==> config.mk <==
export PLATFORM = sky130hd
export DESIGN_NAME = mmio_decoder_n
export DESIGN_NICKNAME = d
export VERILOG_FILES = /design/src/rtl/mmio_decoder_n.sv
export SDC_FILE = /design/constraint.sdc
export NUM_CORES = 1
export LEC_CHECK = 0
export ABC_AREA = 1
export BUFFER_PORTS_ARGS = -buffer_cell sky130_fd_sc_hd__buf_2
export CAP_MARGIN = 15
export CORE_AREA = 10 10 185 187
export CTS_BUF_LIST = sky130_fd_sc_hd__clkbuf_4
export DETAILED_ROUTE_END_ITERATION = 8
export DIE_AREA = 0 0 195 197
export GPL_TIMING_DRIVEN = 0
export HOLD_SLACK_MARGIN = 0.05
export SYNTH_ARGS = -nofsm -noshare
export SYNTH_HDL_FRONTEND = slang
export SYNTH_SLANG_ARGS = --single-unit
==> constraint.sdc <==
create_clock -name clk -period 1.9 [get_ports clk]
set_input_delay 0.38 -clock clk [delete_from_list [all_inputs] [get_ports clk]]
set_output_delay 0.38 -clock clk [all_outputs]
set_load 0.02 [all_outputs]
==> src/rtl/mmio_decoder_n.sv <==
// mmio_decoder_n: one master fanned out to NSLV windowed slaves; registered decode, one-cycle strobe,
// ready wait with timeout, error response. Error log (err_addr/err_cnt) under `MMIO_DECODER_ERRLOG_EN.
module mmio_decoder_n #(
  parameter int unsigned          NSLV      = 8,
  parameter int unsigned          AW        = 32,
  parameter int unsigned          DW        = 32,
  parameter logic [NSLV*AW-1:0]   SLV_BASE  = '0,
  parameter logic [NSLV*AW-1:0]   SLV_MASK  = {NSLV{32'hff000000}},
  parameter logic [NSLV-1:0]      SLV_NORDY = '0,
  parameter int unsigned          TIMEOUT   = 255,
  parameter logic [DW-1:0]        ERR_DATA  = 32'hdeadbeef
) (
  input  logic               clk,
  input  logic               rst,
  input  logic [AW-1:0]      a,
  input  logic [DW-1:0]      d,
  input  logic               we,
  input  logic               rd,
  output logic [DW-1:0]      spo,
  output logic               ready,
  output logic               err,
  output logic               irq,
  output logic [AW-1:0]      s_a,
  output logic [DW-1:0]      s_d,
  output logic [NSLV-1:0]    s_we,
  output logic [NSLV-1:0]    s_rd,
  input  logic [NSLV*DW-1:0] s_spo,
  input  logic [NSLV-1:0]    s_ready,
  output logic [AW-1:0]      err_addr,
  output logic [15:0]        err_cnt
);

  localparam int unsigned SW = (NSLV > 1) ? $clog2(NSLV) : 1;
  localparam int unsigned CW = 8;
  localparam logic [CW-1:0] TO_LIM = CW'(TIMEOUT);

  typedef enum logic [2:0] {IDLE, DECODE, ISSUE, WAIT, ERR, RESP} state_e;

  state_e          state_q, state_d;
  logic [AW-1:0]   a_r_q, a_r_d;
  logic            we_r_q, we_r_d;
  logic [SW-1:0]   sel_q, sel_d;
  logic [CW-1:0]   cnt_q, cnt_d;
  logic [AW-1:0]   s_a_q, s_a_d;
  logic [DW-1:0]   s_d_q, s_d_d;
  logic [NSLV-1:0] s_we_q, s_we_d, s_rd_q, s_rd_d;
  logic [DW-1:0]   spo_q, spo_d;
  logic            ready_q, ready_d, err_q, err_d, irq_q, irq_d;

  logic [AW-1:0]   dec_a_c, hit_mask_c;
  logic            hit_c;
  logic [SW-1:0]   hit_sel_c;
  logic [NSLV-1:0] hit_vec_c;
  logic            sel_rdy_c;
  logic [DW-1:0]   sel_spo_c;
  logic            accept_c, go_err_c;

  // Window match, lowest index wins; the live address is decoded at acceptance so s_a is valid in DECODE.
  always_comb begin
    dec_a_c    = (state_q == DECODE) ? a_r_q : a;
    hit_c      = 1'b0;
    hit_sel_c  = '0;
    hit_mask_c = '0;
    for (int i = NSLV - 1; i >= 0; i--) begin
      if ((dec_a_c & SLV_MASK[i*AW +: AW]) == SLV_BASE[i*AW +: AW]) begin
        hit_c      = 1'b1;
        hit_sel_c  = SW'(i);
        hit_mask_c = SLV_MASK[i*AW +: AW];
      end
    end
    hit_vec_c = NSLV'(1) << hit_sel_c;
  end

  always_comb begin
    sel_rdy_c = 1'b0;
    sel_spo_c = '0;
    for (int i = 0; i < NSLV; i++) begin
      if (sel_q == SW'(i)) begin
        sel_rdy_c = SLV_NORDY[i] | s_ready[i];
        sel_spo_c = s_spo[i*DW +: DW];
      end
    end
  end

  // Next-state and registered output values.
  always_comb begin
    state_d  = state_q;
    a_r_d    = a_r_q;
    we_r_d   = we_r_q;
    sel_d    = sel_q;
    cnt_d    = cnt_q;
    s_a_d    = s_a_q;
    s_d_d    = s_d_q;
    s_we_d   = '0;
    s_rd_d   = '0;
    spo_d    = spo_q;
    ready_d  = ready_q;
    err_d    = err_q;
    irq_d    = 1'b0;
    go_err_c = 1'b0;
    accept_c = ((state_q == IDLE) || (state_q == RESP)) && (we || rd);

    case (state_q)
      IDLE, RESP: state_d = IDLE;
      DECODE: begin
        if (hit_c) begin
          sel_d   = hit_sel_c;
          s_we_d  = we_r_q ? hit_vec_c : '0;
          s_rd_d  = we_r_q ? '0 : hit_vec_c;
          state_d = ISSUE;
        end else begin
          go_err_c = 1'b1;
        end
      end
      ISSUE: begin
        cnt_d   = '0;
        state_d = WAIT;
      end
      WAIT: begin
        if (sel_rdy_c) begin
          spo_d   = sel_spo_c;
          ready_d = 1'b1;
          state_d = RESP;
        end else if ((cnt_q + CW'(1)) == TO_LIM) begin
          go_err_c = 1'b1;
        end else begin
          cnt_d = cnt_q + CW'(1);
        end
      end
      ERR: begin
        ready_d = 1'b1;
        state_d = RESP;
      end
      default: state_d = IDLE;
    endcase

    if (accept_c) begin
      a_r_d   = a;
      we_r_d  = we;
      s_a_d   = a & ~hit_mask_c;
      s_d_d   = d;
      ready_d = 1'b0;
      err_d   = 1'b0;
      state_d = DECODE;
    end

    if (go_err_c) begin
      spo_d   = ERR_DATA;
      err_d   = 1'b1;
      irq_d   = 1'b1;
      state_d = ERR;
    end
  end

  always_ff @(posedge clk) begin
    if (rst) begin
      state_q <= IDLE;
      a_r_q   <= '0;
      we_r_q  <= 1'b0;
      sel_q   <= '0;
      cnt_q   <= '0;
      s_a_q   <= '0;
      s_d_q   <= '0;
      s_we_q  <= '0;
      s_rd_q  <= '0;
      spo_q   <= '0;
      ready_q <= 1'b1;
      err_q   <= 1'b0;
      irq_q   <= 1'b0;
    end else begin
      state_q <= state_d;
      a_r_q   <= a_r_d;
      we_r_q  <= we_r_d;
      sel_q   <= sel_d;
      cnt_q   <= cnt_d;
      s_a_q   <= s_a_d;
      s_d_q   <= s_d_d;
      s_we_q  <= s_we_d;
      s_rd_q  <= s_rd_d;
      spo_q   <= spo_d;
      ready_q <= ready_d;
      err_q   <= err_d;
      irq_q   <= irq_d;
    end
  end

  assign spo   = spo_q;
  assign ready = ready_q;
  assign err   = err_q;
  assign irq   = irq_q;
  assign s_a   = s_a_q;
  assign s_d   = s_d_q;
  assign s_we  = s_we_q;
  assign s_rd  = s_rd_q;

`ifdef MMIO_DECODER_ERRLOG_EN
  logic [AW-1:0] err_addr_q, err_addr_d;
  logic [15:0]   err_cnt_q, err_cnt_d;

  // Log every ERR entry; count saturates.
  always_comb begin
    err_addr_d = err_addr_q;
    err_cnt_d  = err_cnt_q;
    if (irq_d) begin
      err_addr_d = a_r_q;
      if (err_cnt_q != 16'hffff) err_cnt_d = err_cnt_q + 16'd1;
    end
  end

  always_ff @(posedge clk) begin
    if (rst) begin
      err_addr_q <= '0;
      err_cnt_q  <= '0;
    end else begin
      err_addr_q <= err_addr_d;
      err_cnt_q  <= err_cnt_d;
    end
  end

  assign err_addr = err_addr_q;
  assign err_cnt  = err_cnt_q;
`else
  assign err_addr = '0;
  assign err_cnt  = '0;
`endif

endmodule

==> results of run 1 <==
power by group through the flow:
stage	Clock [mW]	Combinational (mW)	Sequential, mW
final	2.12	5.34	3.90
after global routing	2.32	5.93	4.01
after CTS	2.22	5.30	3.86
after detailed placement	0	5.13	3.90
after global placement	0	5.10	3.87
after floorplan	0	2.78	4.49
cell usage after synthesis (2+ instances only):
| library cell | n |
|---|---|
| sky130_fd_sc_hd__o21ai_0 | 38 |
| sky130_fd_sc_hd__buf_4 | 86 |
| sky130_fd_sc_hd__nor2_2 | 2 |
| sky130_fd_sc_hd__inv_1 | 21 |
| sky130_fd_sc_hd__nor3_1 | 3 |
| sky130_fd_sc_hd__nand2_2 | 5 |
| sky130_fd_sc_hd__nand3_1 | 16 |
| sky130_fd_sc_hd__dfxtp_1 | 121 |
| sky130_fd_sc_hd__a21oi_1 | 77 |
| sky130_fd_sc_hd__buf_2 | 11 |
| sky130_fd_sc_hd__buf_6 | 3 |
| sky130_fd_sc_hd__o21ai_2 | 16 |
| sky130_fd_sc_hd__nor2_1 | 68 |
| sky130_fd_sc_hd__nand2_1 | 202 |
| sky130_fd_sc_hd__o21ai_1 | 4 |
| sky130_fd_sc_hd__ha_1 | 2 |
| sky130_fd_sc_hd__inv_2 | 9 |
| sky130_fd_sc_hd__clkbuf_1 | 19 |
metal layers:
metal,GRT usage [%],routed length (µm),vias to the layer above
li1,-,-,2841
met2,15.4,9170,209
met5,0,13,-
met3,5.55,2170,18
met4,2.83,307,2
met1,11.4,8700,2456
timing repair:
action | in CTS | in global routing
buffers inserted | 0 | 3
hold buffers | 67 | 10
setup endpoints to repair | 49 | 105
resized for setup | 8 | 26
endpoints found under the hold margin | 67 | 10
gates cloned | 0 | 2
pin swaps | 0 | 8
critical path: cells and delay by family (launching register included):
family | cells | cell delay [ns]
compound gates | 1 | 0.08
fa+ha+maj | 1 | 0.15
buf+inv | 2 | 0.25
flops | 1 | 0.40
simple gates | 8 | 0.85
sequential cells by signal, indices dropped and copies added, names as in the netlist:
name / flops
err: 1
spo: 32
s_we: 1
irq: 1
we_r_q: 1
a_r_q: 32
ready: 1
s_d: 32
s_a: 8
state_q: 3
s_rd: 1
cnt_q: 8
path summary, 6_finish.rpt:
| path | from | to |
|---|---|---|
| setup / recovery | cnt_q[0] | spo[13] |
| hold / removal | s_spo[16] | spo[16] |
| setup reg to reg | cnt_q[0] | spo[13] |
| hold reg to reg | we_r_q | s_rd[0] |
cell type report:
| type | instances | area [µm²] |
|---|---|---|
| fill | 3285 | 22100 |
| sequential | 121 | 2430 |
| multi-input combinational | 500 | 2270 |
| timing repair buffer | 282 | 1820 |
| buffer | 121 | 836 |
| tap | 396 | 495 |
| clock inverter | 15 | 189 |
| clock buffer | 17 | 128 |
| inverter | 31 | 116 |
| antenna | 5 | 12.5 |
cells by family (layout without fill, tap and decap cells):
| logic type | after synthesis | count (layout) | share of synthesized area, % |
|---|---|---|---|
| and+or+nand+nor | 299 | 300 | 22.4 |
| adders and majority gates | 2 | 2 | 0.470 |
| other | 1 | 67 | 0.0705 |
| AOI/OAI and AO/OA | 135 | 135 | 13.8 |
| DFF | 121 | 121 | 45.5 |
| buffers and inverters | 152 | 466 | 17.5 |
| muxes | 1 | 1 | 0.188 |
stage by stage:
step / instance area (µm²) / cells / power, mW / worst slack (ns) / setup TNS, ns
6_report: 8310 / 1488 / 11.4 / 0.119 / 0
3_5_place_dp: 7050 / 1369 / 9.04 / -0.327 / -7.57
3_3_place_gp: 7050 / 1369 / 8.97 / -0.298 / -6.18
2_1_floorplan: 5550 / 772 / 7.27 / 0.267 / 0
5_1_grt: 8310 / 1487 / 12.3 / -0.0221 / -0.0743
4_1_cts: 8060 / 1468 / 11.4 / 0.00781 / 0
==> qor.json, run 1 <==
{
  "timing.final.crit_period": {"value": 1.78, "unit": "ns"},
  "ctsRootBufferMaster": {"value": "sky130_fd_sc_hd__clkbuf_4"},
  "most-common-layout-cells": {"value": "sky130_fd_sc_hd__buf_2, sky130_fd_sc_hd__nand2_1, sky130_fd_sc_hd__dfxtp_1"},
  "clk_pin_slew_worst_paths": {"value": 0.15, "unit": "ns"},
  "post-route-period-util": {"value": 93.7, "unit": "%"},
  "ff2ff_setup_slack": {"value": 0.12, "unit": "ns"},
  "hold_slack": {"value": 0.108, "unit": "ns"},
  "max-cap-violations": {"value": 0},
  "grt_pass1_vias": {"value": 5428},
  "grt_antenna_before_repair": {"value": 5},
  "worstSkewPairLatency": {"value": 0.56, "unit": "ns"},
  "synth.lib_cells_used.distinct": {"value": 26},
  "routed_wirelength": {"value": 20400, "unit": "µm"},
  "timing.setup.critical_path_class": {"value": "reg2reg"},
  "routed_wire_length_per_instance": {"value": 13.7, "unit": "µm"},
  "fin_util": {"value": 27.3, "unit": "%"},
  "flow.area_growth_from_synthesis": {"value": 56.2, "unit": "%"},
  "netlist_top_cells_area": {"value": "sky130_fd_sc_hd__dfxtp_1, sky130_fd_sc_hd__nand2_1, sky130_fd_sc_hd__buf_4"},
  "worstPathCellList": {"value": "ha_4 -> inv_1 -> nand2_1 -> nand2_1 -> nor2_2 -> nand3_2 -> nor2_4 -> nand2_2 -> nand2_4 -> nand3_4 -> buf_8 -> o21ai_1"},
  "cp-start-kind": {"value": "flip-flop"},
  "cellPowerDensity": {"value": 1370, "unit": "mW/mm²"},
  "pwr-share-seq": {"value": 34.3, "unit": "%"},
  "setup.worst_path.end_class": {"value": "flip-flop"},
  "grt_first_pass_wirelength": {"value": 30000, "unit": "µm"},
  "worstHoldPathCells": {"value": 3},
  "synth_enable_flop_cells": {"value": 0},
  "placeable_area": {"value": 0.0304, "unit": "mm²"},
  "power.clock.fraction": {"value": 18.6, "unit": "%"},
  "crit_top_cell": {"value": "sky130_fd_sc_hd__nand2_1"},
  "status": {"value": "completed"},
  "cts_tree": {"value": "yes"},
  "hold_class": {"value": "in2reg"},
  "setup-violations-final": {"value": 0},
  "remaining_number_of_nets_flagged_by_the_antenna_check_after_routing": {"value": 0},
  "share_comb_of_total_power": {"value": 47.0, "unit": "%"},
  "layout.nets": {"value": 1408},
  "vias": {"value": 5526},
  "row_count": {"value": 64},
  "die_height": {"value": 197, "unit": "µm"},
  "post_drt_via_cell_ratio": {"value": 3.71},
  "place_congestion": {"value": 0.730},
  "hpwlAfterDp": {"value": 15100, "unit": "µm"},
  "post_synth_inst_count": {"value": 711},
  "worst_ep_required_time": {"value": 2.40, "unit": "ns"},
  "number_of_pins_with_negative_max_slew_slack_in_the_final_report": {"value": 0},
  "grt_start_max_net_pins": {"value": 17},
  "portBuffers": {"value": 201},
  "synth_async_sr_flop_share": {"value": 0, "unit": "%"},
  "worstRegToRegCells": {"value": 12},
  "critPathMaxStageDelay": {"value": 0.40, "unit": "ns"},
  "worstMarginPinSlew": {"value": 0.669, "unit": "ns"},
  "critPathSlowestCell": {"value": "sky130_fd_sc_hd__dfxtp_4"},
  "initial_core_util": {"value": 17.5, "unit": "%"},
  "synth.yosys.seq_area_share": {"value": 45.5, "unit": "%"},
  "layout.cells.most_common": {"value": "sky130_fd_sc_hd__buf_2"},
  "p_sw": {"value": 5.12, "unit": "mW"},
  "ys_warn_count": {"value": 0},
  "max_freq": {"value": 561, "unit": "MHz"},
  "intPower": {"value": 6.24, "unit": "mW"},
  "worstPathArrival": {"value": 2.28, "unit": "ns"},
  "synth.ff_latch_count": {"value": 121},
  "synth_area_leader_cell": {"value": "sky130_fd_sc_hd__dfxtp_1"},
  "worst_slew_margin_rel": {"value": 55.4, "unit": "%"},
  "dr.pass1.iters": {"value": 6},
  "design.die.area": {"value": 0.0384, "unit": "mm²"},
  "global_route.usage.total": {"value": 9.90, "unit": "%"},
  "syn_area_per_cell": {"value": 7.48, "unit": "µm²"},
  "synthesis.area": {"value": 0.00532, "unit": "mm²"},
  "power.ir.vdd_worst": {"value": 0.712, "unit": "mV"},
  "drc": {"value": 0},
  "detailedRoute.firstIterationViolations": {"value": 211},
  "width_of_the_die": {"value": 195, "unit": "µm"},
  "worst_clock_skew": {"value": 0.0342, "unit": "ns"},
  "max-clock-path-buffers": {"value": 2},
  "final_layout_size_suffix_gt1_share": {"value": 36.2, "unit": "%"},
  "clock_sink_count": {"value": 121},
  "leakagePower": {"value": 4.07, "unit": "nW"},
  "synth_top_flop_cell": {"value": "sky130_fd_sc_hd__dfxtp_1"},
  "number_of_h_tree_branching_levels": {"value": 4},
  "cts_inserted_buffers": {"value": 17},
  "power_switching_share": {"value": 45.1, "unit": "%"},
  "final_hold_viols": {"value": 0},
  "critical_path_peak_fanout": {"value": 10},
  "gr-total-overflow": {"value": 0},
  "synth_top_area_share": {"value": 45.5, "unit": "%"},
  "ios": {"value": 495}
}
Note: power is estimated with default switching activity, not from simulation.
==> run 2, diff against run 1 <==
- CORE_AREA: 10 10 185 187 -> 3 3 189 191
- DIE_AREA: 0 0 195 197 -> 0 0 192 194
==> qor.json, run 2 (same netlist as run 1, synthesis figures left out) <==
{
  "cts_tree": {"value": "yes"},
  "worstHoldPathCells": {"value": 3, "change": "unchanged"},
  "wirelength_met1": {"value": 8110, "unit": "µm", "change": "-6.8%"},
  "place_congestion": {"value": 0.775, "change": "+6.2%"},
  "max-clock-path-buffers": {"value": 2, "change": "unchanged"},
  "hold_class": {"value": "in2reg"},
  "routed_wire_length_per_instance": {"value": 11.9, "unit": "µm", "change": "-13%"},
  "layout.cells.most_common": {"value": "sky130_fd_sc_hd__buf_2"},
  "worstRegToRegCells": {"value": 9, "change": "-3"},
  "met2RoutedLength": {"value": 8490, "unit": "µm", "change": "-7.4%"},
  "die_height": {"value": 194, "unit": "µm", "change": "-1.5%"},
  "flow.area_growth_from_synthesis": {"value": 56.4, "unit": "%"},
  "vias": {"value": 5452, "change": "-1.3%"},
  "detailroute.wirelength.met3": {"value": 1460, "unit": "µm", "change": "-33%"},
  "layout.nets": {"value": 1407, "change": "-0.071%"},
  "dr.pass1.iters": {"value": 4, "change": "-2"},
  "worstPathArrival": {"value": 2.21, "unit": "ns", "change": "-0.07 ns"},
  "cts_inserted_buffers": {"value": 17, "change": "unchanged"},
  "remaining_number_of_nets_flagged_by_the_antenna_check_after_routing": {"value": 0, "change": "unchanged"},
  "worstMarginPinSlew": {"value": 0.760, "unit": "ns", "change": "+0.0913 ns"},
  "most-common-layout-cells": {"value": "sky130_fd_sc_hd__buf_2, sky130_fd_sc_hd__nand2_1, sky130_fd_sc_hd__dfxtp_1"},
  "postLayoutCellArea": {"value": 0.00832, "unit": "mm²", "change": "+0.11%"},
  "clk_pin_slew_worst_paths": {"value": 0.15, "unit": "ns", "change": "about the same"},
  "leakagePower": {"value": 4.06, "unit": "nW", "change": "-0.36%"},
  "initial_core_util": {"value": 15.5, "unit": "%", "change": "-2.0 points"},
  "gr-total-overflow": {"value": 0, "change": "unchanged"},
  "post_drt_via_cell_ratio": {"value": 3.53, "change": "-4.9%"},
  "routed_wirelength": {"value": 18300, "unit": "µm", "change": "-9.9%"},
  "post-route-period-util": {"value": 91.9, "unit": "%", "change": "-1.9 points"},
  "setup-violations-final": {"value": 0, "change": "unchanged"},
  "placed_cell_area": {"value": 0.00712, "unit": "mm²", "change": "+1.0%"},
  "number_of_pins_with_negative_max_slew_slack_in_the_final_report": {"value": 0, "change": "unchanged"},
  "grt_first_pass_wirelength": {"value": 27500, "unit": "µm", "change": "-8.5%"},
  "cellPowerDensity": {"value": 1340, "unit": "mW/mm²", "change": "-1.7%"},
  "worstSkewPairLatency": {"value": 0.55, "unit": "ns", "change": "about the same"},
  "detailedRoute.firstIterationViolations": {"value": 180, "change": "-15%"},
  "grt_pass1_vias": {"value": 5191, "change": "-4.4%"},
  "max-cap-violations": {"value": 0, "change": "unchanged"},
  "placed_cells_incl_taps": {"value": 1428, "change": "+4.3%"},
  "width_of_the_die": {"value": 192, "unit": "µm", "change": "-1.5%"},
  "ios": {"value": 495, "change": "unchanged"},
  "final_hold_viols": {"value": 0, "change": "unchanged"},
  "final_cells": {"value": 1543, "change": "+3.7%"},
  "ff2ff_setup_slack": {"value": 0.15, "unit": "ns", "change": "+0.04 ns"},
  "worst_slew_margin_rel": {"value": 49.3, "unit": "%", "change": "-6.1 points"},
  "timing.setup.critical_path_class": {"value": "reg2reg"},
  "power.ir.vdd_worst": {"value": 0.716, "unit": "mV", "change": "+0.53%"},
  "highest-signal-layer": {"value": "met5"},
  "drc": {"value": 0, "change": "unchanged"},
  "cp-start-kind": {"value": "flip-flop"},
  "timing.final.crit_period": {"value": 1.75, "unit": "ns", "change": "-0.0359 ns"},
  "worst_ep_required_time": {"value": 2.36, "unit": "ns", "change": "-0.04 ns"},
  "number_of_h_tree_branching_levels": {"value": 4, "change": "unchanged"},
  "design.die.area": {"value": 0.0372, "unit": "mm²", "change": "-3.0%"},
  "status": {"value": "completed"},
  "placeable_area": {"value": 0.0343, "unit": "mm²", "change": "+13%"},
  "portBuffers": {"value": 201, "change": "unchanged"},
  "grt_antenna_before_repair": {"value": 3, "change": "-2"},
  "hold_slack": {"value": 0.115, "unit": "ns", "change": "+0.00701 ns"},
  "clock_sink_count": {"value": 121, "change": "unchanged"},
  "final_layout_size_suffix_gt1_share": {"value": 35.8, "unit": "%", "change": "-0.43 points"},
  "critical_path_peak_fanout": {"value": 10, "change": "unchanged"},
  "max_freq": {"value": 573, "unit": "MHz", "change": "+2.1%"},
  "finalSetupTns": {"value": 0, "unit": "ns", "change": "unchanged"},
  "row_count": {"value": 68, "change": "+6.3%"},
  "ctsRootBufferMaster": {"value": "sky130_fd_sc_hd__clkbuf_4"},
  "grt_start_max_net_pins": {"value": 17, "change": "unchanged"},
  "hpwlAfterDp": {"value": 13500, "unit": "µm", "change": "-11%"},
  "global_route.usage.total": {"value": 9.50, "unit": "%", "change": "-0.40 points"},
  "setup.worst_path.end_class": {"value": "flip-flop"},
  "worst_clock_skew": {"value": 0.0334, "unit": "ns", "change": "-0.000860 ns"}
}
==> run 2: worst max-delay path, cell delays in order (launching register included) <==
cell and delay (ns):
sky130_fd_sc_hd__dfxtp_2 0.37, sky130_fd_sc_hd__inv_1 0.12, sky130_fd_sc_hd__nand3_2 0.16, sky130_fd_sc_hd__o21ai_0 0.21, sky130_fd_sc_hd__nand2_1 0.15, sky130_fd_sc_hd__nand2_2 0.14, sky130_fd_sc_hd__nand2_2 0.10, sky130_fd_sc_hd__nand3_4 0.13
sky130_fd_sc_hd__buf_6 0.19, sky130_fd_sc_hd__o21ai_1 0.08
==> run 2: what timing repair did <==
action                                  in CTS  in global routing
cloned                                       0                  1
buffers inserted                             1                  2
pin swaps                                    1                  3
endpoints found under the setup margin      37                 97
endpoints found under the hold margin       77                  0
hold buffers                                77                  0
gates resized for setup                      7                 19
==> run 2: path summary, 6_finish.rpt <==
path	start	to
min	s_spo[13]	spo[13]
max	state_q[2]	spo[13]
min reg2reg	we_r_q	s_rd[0]
max reg2reg	state_q[2]	spo[13]
==> run 2: per-layer routing <==
layer,global-route usage [%],up-vias
met1,11.6,2412
li1,-,2832
met5,0,-
met3,3.36,21
met2,15.4,185
met4,3.35,2
==> run 2: area by class of cell <==
| cell class | count | area [µm²] |
|---|---|---|
| flip-flops and latches | 121 | 2430 |
| inverters | 31 | 116 |
| diodes | 2 | 5.00 |
| repair buffers | 281 | 1810 |
| clock buffers | 17 | 128 |
| plain buffers | 121 | 832 |
| fillers | 3763 | 26000 |
| well taps | 455 | 569 |
| clock inverters | 15 | 181 |
| multi-input cells | 500 | 2240 |
==> run 2: power breakdown <==
group	leakage (nW)	internal [mW]	switching, mW
clock network	0.168	0.844	1.20
registers	0.994	3.40	0.476
logic	2.90	1.89	3.37
total	4.06	6.13	5.05
==> run 2: stage by stage <==
stage	util [%]	setup slack, ns	power, mW
after floorplan	-	0.267	7.27
after global placement	20.8	-0.272	8.86
after detailed placement	20.8	-0.317	8.93
after CTS	24.0	-0.000401	11.2
after global routing	24.3	-0.00351	12.1
final	24.3	0.155	11.2
==> run 3, diff against run 2 <==
- CORE_AREA: 3 3 189 191 -> 3 3 191 193
- CTS_BUF_LIST: sky130_fd_sc_hd__clkbuf_4 -> sky130_fd_sc_hd__clkbuf_8 sky130_fd_sc_hd__clkbuf_16
- DIE_AREA: 0 0 192 194 -> 0 0 194 196
- HOLD_SLACK_MARGIN: 0.05 -> 0.1
==> qor.json, run 3 (same netlist as run 1, synthesis figures left out) <==
{
  "status": {"value": "completed"},
  "gr-total-overflow": {"value": 0, "change": "unchanged"},
  "r2r-start": {"value": "cnt_q[0]"},
  "worstRegToRegCells": {"value": 10, "change": "+1"},
  "post-route-period-util": {"value": 92.3, "unit": "%", "change": "+0.39 points"},
  "leakagePower": {"value": 3.88, "unit": "nW", "change": "-4.4%"},
  "power.ir.vdd_worst": {"value": 0.832, "unit": "mV", "change": "+16%"},
  "p_sw": {"value": 5.11, "unit": "mW", "change": "+1.1%"},
  "grt_start_max_net_pins": {"value": 17, "change": "unchanged"},
  "power.clock.fraction": {"value": 27.7, "unit": "%", "change": "+9.4 points"},
  "worstMarginPinSlew": {"value": 0.711, "unit": "ns", "change": "-0.0489 ns"},
  "initial_core_util": {"value": 15.3, "unit": "%", "change": "-0.19 points"},
  "row_count": {"value": 68, "change": "unchanged"},
  "critical_path_peak_fanout": {"value": 10, "change": "unchanged"},
  "hold_slack": {"value": 0.207, "unit": "ns", "change": "+0.0916 ns"},
  "finalSetupTns": {"value": 0, "unit": "ns", "change": "unchanged"},
  "number_of_pins_with_negative_max_slew_slack_in_the_final_report": {"value": 0, "change": "unchanged"},
  "setup_crit_end": {"value": "spo[13]"},
  "post_drt_via_cell_ratio": {"value": 3.55, "change": "+0.42%"},
  "drc": {"value": 0, "change": "unchanged"},
  "layout.nets": {"value": 1330, "change": "-5.5%"},
  "totalPowerFinal": {"value": 12.5, "unit": "mW", "change": "+11%"},
  "ctsRootBufferMaster": {"value": "sky130_fd_sc_hd__clkbuf_16"},
  "max-clock-path-buffers": {"value": 2, "change": "unchanged"},
  "rsz0062_at_grt": {"value": "true"},
  "placed_cell_area": {"value": 0.00712, "unit": "mm²", "change": "unchanged"},
  "cts_tree": {"value": "yes"},
  "timing.critical_path.from": {"value": "cnt_q[0]"},
  "pwr-share-seq": {"value": 31.2, "unit": "%", "change": "-3.5 points"},
  "dr.pass1.iters": {"value": 4, "change": "unchanged"},
  "routed_wire_length_per_instance": {"value": 12.5, "unit": "µm", "change": "+4.9%"},
  "timing.setup.critical_path_class": {"value": "reg2reg"},
  "hold_class": {"value": "in2reg"},
  "layout.cells.most_common": {"value": "sky130_fd_sc_hd__buf_2"},
  "max_freq": {"value": 571, "unit": "MHz", "change": "-0.43%"},
  "final_layout_size_suffix_gt1_share": {"value": 38.5, "unit": "%", "change": "+2.6 points"},
  "share_comb_of_total_power": {"value": 41.1, "unit": "%", "change": "-6.0 points"},
  "placeable_area": {"value": 0.0347, "unit": "mm²", "change": "+1.2%"},
  "worst_clock_skew": {"value": 0.0137, "unit": "ns", "change": "-0.0197 ns"},
  "place_congestion": {"value": 0.781, "change": "+0.80%"},
  "worstSkewPairLatency": {"value": 0.42, "unit": "ns", "change": "-0.13 ns"},
  "postLayoutCellArea": {"value": 0.00786, "unit": "mm²", "change": "-5.5%"},
  "cts_hold_repair.buffers": {"value": 0, "change": "-100%"},
  "width_of_the_die": {"value": 194, "unit": "µm", "change": "+1.0%"},
  "cts_inserted_buffers": {"value": 17, "change": "unchanged"},
  "setup-violations-final": {"value": 0, "change": "unchanged"},
  "grt_antenna_before_repair": {"value": 0, "change": "-3"},
  "flow.area_growth_from_synthesis": {"value": 47.7, "unit": "%"},
  "design.die.area": {"value": 0.0380, "unit": "mm²", "change": "+2.1%"},
  "final_hold_viols": {"value": 0, "change": "unchanged"},
  "detailedRoute.firstIterationViolations": {"value": 146, "change": "-19%"},
  "portBuffers": {"value": 201, "change": "unchanged"},
  "cp-start-kind": {"value": "flip-flop"},
  "worst_ep_required_time": {"value": 2.25, "unit": "ns", "change": "-0.11 ns"},
  "max-cap-violations": {"value": 0, "change": "unchanged"},
  "intPower": {"value": 7.35, "unit": "mW", "change": "+20%"},
  "holdCritStartpoint": {"value": "d[14]"},
  "most-common-layout-cells": {"value": "sky130_fd_sc_hd__buf_2, sky130_fd_sc_hd__nand2_1, sky130_fd_sc_hd__dfxtp_1"},
  "timing.final.crit_period": {"value": 1.75, "unit": "ns", "change": "+0.00750 ns"},
  "cellPowerDensity": {"value": 1590, "unit": "mW/mm²", "change": "+18%"},
  "worstPathArrival": {"value": 2.10, "unit": "ns", "change": "-0.11 ns"},
  "clk_pin_slew_worst_paths": {"value": 0.06, "unit": "ns", "change": "-0.09 ns"},
  "grt_pass1_vias": {"value": 5001, "change": "-3.7%"},
  "routed_wirelength": {"value": 18300, "unit": "µm", "change": "-0.44%"},
  "clock_sink_count": {"value": 121, "change": "unchanged"},
  "power_switching_share": {"value": 41.0, "unit": "%", "change": "-4.2 points"},
  "number_of_h_tree_branching_levels": {"value": 4, "change": "unchanged"},
  "ff2ff_setup_slack": {"value": 0.15, "unit": "ns", "change": "about the same"},
  "worst_slew_margin_rel": {"value": 52.6, "unit": "%", "change": "+3.3 points"},
  "hpwlAfterDp": {"value": 14200, "unit": "µm", "change": "+5.0%"},
  "grt_first_pass_wirelength": {"value": 27300, "unit": "µm", "change": "-0.65%"},
  "global_route.usage.total": {"value": 9.21, "unit": "%", "change": "-0.28 points"},
  "vias": {"value": 5198, "change": "-4.7%"},
  "die_height": {"value": 196, "unit": "µm", "change": "+1.0%"},
  "ios": {"value": 495, "change": "unchanged"},
  "remaining_number_of_nets_flagged_by_the_antenna_check_after_routing": {"value": 0, "change": "unchanged"},
  "setup.worst_path.end_class": {"value": "flip-flop"},
  "crit-reg2reg-capture": {"value": "spo[13]"}
}
[run 3: changes by cell type in the layout (fill, tap and decap cells not counted), moves of 3 or more]
cell | before | now
sky130_fd_sc_hd__dlygate4sd3_1 | 77 | 0
sky130_fd_sc_hd__clkbuf_16 | 0 | 17
sky130_fd_sc_hd__clkbuf_4 | 18 | 1
sky130_fd_sc_hd__inv_8 | 5 | 0
sky130_fd_sc_hd__nand2_2 | 8 | 4
sky130_fd_sc_hd__clkbuf_8 | 0 | 3
sky130_fd_sc_hd__nand2_4 | 1 | 4
[run 3: worst min-delay path by stage]
| stage | endpoint | depth (start not counted) | slack (ns) |
|---|---|---|---|
| finish | s_d[14] | 3 | 0.21 |
| global route | s_d[18] | 3 | 0.19 |
| global placement | s_rd[0] | 1 | 0.40 |
| CTS | s_d[18] | 3 | 0.17 |
| floorplan | s_rd[0] | 1 | 0.39 |
| detailed placement | s_rd[0] | 1 | 0.41 |
[run 3: cell type report]
cell class                      count  area (µm²)
Fill cell                        3948       26900
Multi-Input combinational cell    500        2250
Buffer                            121         830
Tap cell                          455         569
Clock inverter                     12         161
Inverter                           31         116
Timing Repair Buffer              204        1030
Clock buffer                       20         467
Antenna cell                        1        2.50
Sequential cell                   121        2430
[run 3: timing repair]
action,4_1_cts,5_1_grt
cloned,0,1
pin swaps,0,2
setup buffers,0,3
endpoints found under the setup margin,25,74
gates resized for setup,5,23
[run 3: power groups by stage]
stage	clock network, mW	logic (mW)	registers, mW
finish	3.45	5.12	3.89
global route	3.66	5.74	4.00
CTS	3.56	5.11	3.86
detailed placement	0	5.08	3.90
global placement	0	5.02	3.88
floorplan	0	2.78	4.49
[run 3: through the flow]
step                      utilization (%)  setup slack [ns]  cells
final                                22.6             0.147   1465
after global routing                 22.6           -0.0364   1464
after CTS                            22.4            0.0105   1460
after detailed placement             20.5            -0.316   1428
after global placement               20.5            -0.309   1428
after floorplan                         -             0.267    772
[run 3: critical path, stage by stage (launching register included)]
cell	delay (ns)
sky130_fd_sc_hd__dfxtp_4	0.38
sky130_fd_sc_hd__ha_2	0.20
sky130_fd_sc_hd__nand3_2	0.12
sky130_fd_sc_hd__o21ai_1	0.14
sky130_fd_sc_hd__nand2_1	0.09
sky130_fd_sc_hd__nor2_2	0.15
sky130_fd_sc_hd__nand2_1	0.10
sky130_fd_sc_hd__nand2_2	0.12
sky130_fd_sc_hd__nand3_4	0.11
sky130_fd_sc_hd__buf_6	0.18
sky130_fd_sc_hd__o21ai_1	0.08
[run 3: routing by layer]
metal / GRT usage (%) / wire, µm
met1: 11.2 / 7970
met2: 15.1 / 8470
met3: 3.59 / 1610
met4: 2.87 / 208
met5: 0 / 0
